## src/rtl/bcd_to_bin.sv

```systemverilog
// bcd_to_bin: sequential BCD-to-binary converter (reverse double dabble).
// Each SHIFT cycle shifts the {BCD, binary} scratch right by one bit and then
// subtracts 3 from every BCD nibble that ended up >= 8. After BIN_W shifts the
// binary field holds the value and the BCD field has drained to zero.
//
// Ports:
//   clk     - system clock, rising edge
//   rst     - asynchronous, active-high reset
//   start   - conversion request, only sampled while ready=1
//   bcd_in  - packed BCD input, digit 0 (ones) in [3:0]
//   bin_out - converted binary value, held until the next done
//   ready   - high in IDLE, start is accepted only then
//   done    - one-cycle pulse when bin_out/err update
//   err     - set with done when any input digit was > 9

// Per-nibble correction after the shift: a nibble that is >= 8 had a
// weight-10 carry shifted into it, subtracting 3 restores the decimal value.
// Modulo-16 and only applied at >= 8, so it can never underflow.
module bcd_nib_fix (
  input  logic [3:0] nib,
  output logic [3:0] fixed
);
  assign fixed = nib[3] ? (nib - 4'd3) : nib;
endmodule

module bcd_to_bin #(
  parameter int DIGITS = 4,
  parameter int BIN_W  = 14
) (
  input  logic                  clk,
  input  logic                  rst,
  input  logic                  start,
  input  logic [4*DIGITS-1:0]   bcd_in,
  output logic [BIN_W-1:0]      bin_out,
  output logic                  ready,
  output logic                  done,
  output logic                  err
);
  localparam int BCD_W = 4*DIGITS;
  localparam int SCR_W = BCD_W + BIN_W;
  localparam int CNT_W = $clog2(BIN_W+1);

  typedef enum logic [1:0] {IDLE, SHIFT, FINISH} state_t;

  state_t               state, state_nx;
  logic [SCR_W-1:0]     scratch, scratch_nx, shifted, corrected;
  logic [CNT_W-1:0]     cnt, cnt_nx;
  logic                 inv, inv_nx;
  logic [BIN_W-1:0]     bin_nx;
  logic                 err_nx, done_nx;
  logic [DIGITS-1:0]    bad_dig;

  // Shift then correct every nibble of the BCD field in parallel.
  assign shifted = scratch >> 1;
  assign corrected[BIN_W-1:0] = shifted[BIN_W-1:0];

  genvar k;
  generate
    for (k = 0; k < DIGITS; k++) begin : g_dig
      bcd_nib_fix u_fix (
        .nib   (shifted[BIN_W+4*k +: 4]),
        .fixed (corrected[BIN_W+4*k +: 4])
      );
      assign bad_dig[k] = (bcd_in[4*k +: 4] > 4'd9);
    end
  endgenerate

  assign ready = (state == IDLE);

  always_ff @(posedge clk or posedge rst) begin
    if (rst) begin
      state   <= IDLE;
      scratch <= '0;
      cnt     <= '0;
      inv     <= 1'b0;
      bin_out <= '0;
      err     <= 1'b0;
      done    <= 1'b0;
    end else begin
      state   <= state_nx;
      scratch <= scratch_nx;
      cnt     <= cnt_nx;
      inv     <= inv_nx;
      bin_out <= bin_nx;
      err     <= err_nx;
      done    <= done_nx;
    end
  end

  always_comb begin
    state_nx   = state;
    scratch_nx = scratch;
    cnt_nx     = cnt;
    inv_nx     = inv;
    bin_nx     = bin_out;
    err_nx     = err;
    done_nx    = 1'b0;
    case (state)
      IDLE: begin
        if (start) begin
          if (|bad_dig) begin
            // Illegal digit: skip the shifting, report it from FINISH.
            inv_nx   = 1'b1;
            state_nx = FINISH;
          end else begin
            inv_nx     = 1'b0;
            scratch_nx = {bcd_in, {BIN_W{1'b0}}};
            cnt_nx     = '0;
            state_nx   = SHIFT;
          end
        end
      end
      SHIFT: begin
        scratch_nx = corrected;
        cnt_nx     = cnt + 1'b1;
        if (cnt == CNT_W'(BIN_W-1)) state_nx = FINISH;
      end
      FINISH: begin
        // Outputs are registered here, so done/bin_out/err appear together
        // in the cycle the FSM is back in IDLE.
        done_nx  = 1'b1;
        bin_nx   = inv ? '0 : scratch[BIN_W-1:0];
        err_nx   = inv;
        state_nx = IDLE;
      end
      default: state_nx = IDLE;
    endcase
  end
endmodule

```

## config.mk

```make
export PLATFORM = sky130hd
export DESIGN_NAME = bcd_to_bin
export DESIGN_NICKNAME = d
export VERILOG_FILES = /design/src/rtl/bcd_to_bin.sv
export SDC_FILE = /design/constraint.sdc
export NUM_CORES = 1
export LEC_CHECK = 0
export BUFFER_PORTS_ARGS = -buffer_cell sky130_fd_sc_hd__buf_4
export CAP_MARGIN = 20
export CORE_MARGIN = 4
export CORE_UTILIZATION = 62
export DETAILED_ROUTE_END_ITERATION = 6
export GPL_TIMING_DRIVEN = 0
export PLACE_DENSITY_LB_ADDON = 0.12
export REMOVE_ABC_BUFFERS = 1
export SLEW_MARGIN = 0
export SYNTH_ARGS = -nofsm -noshare
export SYNTH_HDL_FRONTEND = slang
export SYNTH_HIERARCHICAL = 1
export SYNTH_SLANG_ARGS = --single-unit
```

## constraint.sdc

```tcl
create_clock -name clk -period 4.6 [get_ports clk]
set_input_delay 0.92 -clock clk [delete_from_list [all_inputs] [get_ports clk]]
set_output_delay 0.92 -clock clk [all_outputs]
set_load 0.01 [all_outputs]
```

* After elaboration in Yosys (flattened, before gate mapping)
Index checks and enable logic that the tools add are counted. Widths: inputs -> output; s select.
Cells by class: mux-type cells 16, eq/ne operators 6, add/sub/neg operators 4, magnitude comparators 4, reductions and logical operators 6
Operators with widths (count):
- $mux 30 | 2
- $pmux 30 s2 | 1
- $mux 4 | 5
- $gt 4x4->1 const B | 4
- $mux 14 | 1
- $sub 4x2->4 const B | 3
- $pmux 4 s2 | 1
- $mux 2 | 3
- $ne 2x2->1 const B | 3
- $add 4x1->4 const B | 1
- $eq 4x4->1 const B | 1
- $pmux 2 s2 | 1
- $reduce_and 2->1 | 2
- $reduce_or 4->1 | 1
- $reduce_and 3->1 | 1
- $eq 2x1->1 const B | 1
- $eq 2x2->1 const B | 1
- $logic_not 2->1 | 1
- $mux 1 | 2
- $reduce_bool 2->1 | 1
Word-level totals: register bits after elaboration 53, output and inout port bits 17, input port bits 19, word-level logic and storage cells 43

* Depth between registers and ports, before layout
depth after elaboration 5, mapped depth 7, depth with buffers taken out 5

* By module
Netlist, hierarchy kept.
Modules (own cells, without submodules):
- bcd_to_bin | sequential area each 1326.3 µm², times used 1, area each 2606.2 µm², cells each 254
- bcd_nib_fix | sequential area each 0.0 µm², times used 4, area each 62.6 µm², cells each 7

* Worst setup path after synthesis
Ideal clock, no wire load.
path type input -> register, start point in bcd_in[10], end point reg cnt[1], path buffers 2, path slack 2656 ps, data required time 4480 ps, cell stages on the path 6, data arrival time 1824 ps, library setup time 120 ps, cells stage by stage o21ai_0 -> and4_1 -> buf_6 -> nand2_4 -> buf_6 -> a31o_2
Between the ends: word-level cells in the longest chain between the ends 4
Ends and longest elaborated chain:
- start, declared | RTL line 33 | input logic [4*DIGITS-1:0] bcd_in,
- $gt 4x4->1 | RTL line 64 | assign bad_dig[k] = (bcd_in[4*k +: 4] > 4'd9);
- $reduce_or 4->1 | RTL line 101 | if (|bad_dig) begin
- $ne 2x2->1 (no line)
- $reduce_and 3->1 (no line)
- end signal, assigned | RTL line 82 | cnt <= cnt_nx;
- end, declared | RTL line 47 | logic [CNT_W-1:0] cnt, cnt_nx;
Every way passes these cells. A chain may end at the register's enable or synchronous reset.

* Final worst setup path
start point reg state[1], end point reg scratch[22]
Between the ends: word-level cells in the longest chain between the ends 3, elaborated cells on any way between the ends 7, classes of those cells 3 x eq/ne; 1 x mux; 3 x reduce/logical
Ends and longest elaborated chain:
- start, declared | RTL line 45 | state_t state, state_nx;
- start signal, assigned | RTL line 80 | state <= state_nx;
- $logic_not 2->1 / $eq 2x1->1 (equally long branches) | RTL line 98 | case (state)
- $ne 2x2->1 (no line) / $reduce_bool 2->1 (equally long branches)
- $reduce_and 3->1 (no line)
- end signal, assigned | RTL line 81 | scratch <= scratch_nx;
- end, declared | RTL line 46 | logic [SCR_W-1:0] scratch, scratch_nx, shifted, corrected;
Several ways; a longest one is shown, not always the timed one.

==> run_results.csv <==
group,metric,value,unit
worst_hold_path,hp-class,"register to register",
cts,post_cts_buffers,0,
critical_path,cp_cell_sequence,"clkinv_1, nand2_1, o22ai_1, a211oi_1",
drt,drt_first_pass_iters,4,
flow_run,max_cap_violations,0,
cts,cts_buffers,5,
floorplanning,die_area,5760,sq um
cts,clkLatencyLatePin,0.31,ns
layout,area_growth_syn_to_layout,12.4,%
global_route,grt_pass1_wl,9780,microns
drt,drc_errors,0,
sta,fin_skew,0.00263,ns
drt,via_per_inst,6.09,
synthesis,synth_top_family_by_area,"compound AO/OA/AOI/OAI gates",
sta,slew_headroom,28.7,%
critical_path,rr_startpoint,"state[1]",
sta,timing.final.crit_share,65.7,%
critical_path,reg2reg_slack,1.58,ns
cts,cts_num_sinks,53,
cts,cts_root_buffer,"clkbuf_8",
cts,cts-resized-gates,0,
floorplanning,initial_utilization,64.7,%
sta,rsz0062_at_grt,"no",
synthesis,synth_compound_area_share,28.2,%
synthesis,synth_top_area_share,46.4,%
synthesis,seq_area_frac_synth,46.4,%
floorplanning,io_pins,36,
critical_path,critPathCaptureType,"register",
layout,finalInstanceArea,3210,sq um
layout,nNetsFinal,331,
layout,multi_input_comb_area,1270,sq um
layout,fill_cells,342,
placed_design,portBuffers,35,
sta,slew_violations,0,
critical_path,critPathMaxFanout,34,
layout,drive_above_1_share,25.7,%
synthesis,synthXorXnorAreaFrac,2.45,%
floorplanning,die_x,75.9,microns
drt,drt_iter0_markers,134,
power,peakVddDrop,0.345,mV
sta,period_minus_slack,3.02,ns
global_route,grt_pass1_vias,2195,
floorplanning,dieHeight,75.9,microns
layout,final_cell_mix,"53 x dfrtp_1, 35 x buf_4, 33 x inv_1",
synthesis,yosys_warnings,6,
critical_path,start_kind,"register",
synthesis,synth_area,2860,sq um
power,cellPowerDensity,646,nW/um^2
global_route,grt.total_usage,22.0,%
drt,ant_nets,0,
sta,setup_viol_count_final,0,
layout,n_antenna_cell,0,
cts,clockBufferDepth,2,
placed_design,gp_congestion,0.843,
sta,worst_pin_slew,1.07,ns
sta,max_freq,331,MHz
layout,fin_util,72.7,%
outcome,outcome,"complete, no violations",
drt,routedWlPerCell,15.5,microns
critical_path,endpoint,"scratch[22]",
synthesis,synthTopCellsByArea,"dfrtp_1 46%, o22ai_1 6.8%, a211oi_1 6.3%",
critical_path,slowest_delay,1.15,ns
cts,path_clk_slew,0.10,ns
global_route,grt_max_degree,35,
critical_path,crit_family,"simple AND/OR/NAND/NOR gates",
floorplanning,core,4410,sq um
critical_path,cp_slowest_cell,"nand2_1",
synthesis,synth-adder-area-share,2.63,%
global_route,antenna_found_initial,0,
critical_path,crit_buf_inv,1,
critical_path,regToRegEndpoint,"scratch[22]",
cts,cts_tree,"built",
sta,finalHoldViolCount,0,
power,leakagePower,0.00149,uW
floorplanning,rows,24,
layout,layout_commonest_cell,"dfrtp_1",
critical_path,ff2ff_path_depth,4,
synthesis,syn_inst,282,
drt,wirelength,5550,microns
global_route,overflow,0,
drt,num_vias,2187,
sta,setup-tns-final,0,ns
critical_path,critical_path_depth,4,
synthesis,syn_avg_cell_area,10.1,sq um
critical_path,cp.required,4.81,ns
layout,seq_area,1330,sq um
synthesis,synth_largest_area_cell,"dfrtp_1",
critical_path,crit_path_start,"state[1]",
synthesis,synth-seq-cells,53,
sta,whs,0.482,ns
placed_design,hpwl,3670,microns
critical_path,cp.arrival,3.23,ns
synthesis,ys_types,34,
synthesis,synthMuxAreaShare,3.20,%
cts,htree_levels,2,
critical_path,crit_type,"register to register",
placed_design,place_area,3070,sq um
cts,postCtsHoldBufs,0,
synthesis,synthSimpleGateAreaFrac,7.36,%
-- cells in the mapped netlist, drive strengths merged --
library cell,count
a21o,1
dfrtp,53
o21ai,7
clkbuf,10
ha,6
conb,1
a31o,17
inv,34
nand2b,4
and2,3
mux2,5
nand3,2
xor2,4
nand2,22
nor2b,5
buf,12
o31ai,14
o22ai,31
nor2,5
a21oi,5
clkinv,1
xnor2,4
a211oi,32
o22a,1
mux2i,2
and4,1
-- registers in the layout, indices dropped and copies added, names as in the netlist --
name	cells
bin_out	14
err	1
inv	1
state	2
scratch	30
cnt	4
done	1
-- stage by stage --
step	setup WS [ns]	power (uW)	instances
2_1_floorplan	2.39	1480	263
3_3_place_gp	1.63	1660	350
3_5_place_dp	1.59	1710	351
4_1_cts	1.53	2090	359
5_1_grt	1.22	2240	359
6_report	1.58	2070	359
-- worst register-to-register path: stages, from the launching register on --
cell,delay (ns)
dfrtp_1,0.49
clkinv_1,0.79
nand2_1,1.17
o22ai_1,0.21
a211oi_1,0.27
-- power breakdown --
part / internal, uW / switching [uW]
clock network: 219 / 158
registers: 650 / 203
logic: 448 / 396
total: 1320 / 757
-- routing by layer --
metal | wire length [microns] | part of all wire, % | track usage, %
met3 | 268 | 4.8 | 4.22
met4 | 49 | 0.88 | 7.77
met5 | 0 | 0 | 0
met2 | 2790 | 50 | 37.3
met1 | 2440 | 44 | 27.9
-- final cells by class --
cell class | count | share of cell area, %
Clock buffer | 5 | 2.14
Inverter | 35 | 4.09
Clock inverter | 3 | 2.14
Sequential cell | 53 | 41.3
Multi-Input combinational cell | 175 | 39.5
Tap cell | 52 | 2.03
Timing Repair Buffer | 36 | 8.81
-- kinds of logic (layout without fill, tap and decap cells) --
kind of cell,count (synthesis),count (layout)
buffers and inverters,57,79
other,1,4
and+or+nand+nor,42,42
AOI/OAI and AO/OA,108,108
DFF,53,53
adders and majority gates,6,6
muxes,7,7
xor gates and xnor gates,8,8
-- worst min-delay path by stage --
| stage | from | endpoint | slack [ns] | cells past startpoint |
|---|---|---|---|---|
| floorplan | scratch[13] | scratch[13] | 0.49 | 1 |
| global placement | bin_out[9] | bin_out[9] | 0.46 | 2 |
| detailed placement | bin_out[0] | bin_out[0] | 0.47 | 2 |
| CTS | bin_out[0] | bin_out[0] | 0.49 | 2 |
| global route | bin_out[0] | bin_out[0] | 0.51 | 2 |
| finish | bin_out[0] | bin_out[0] | 0.48 | 2 |
No activity file was read; power rests on OpenSTA's default activity.
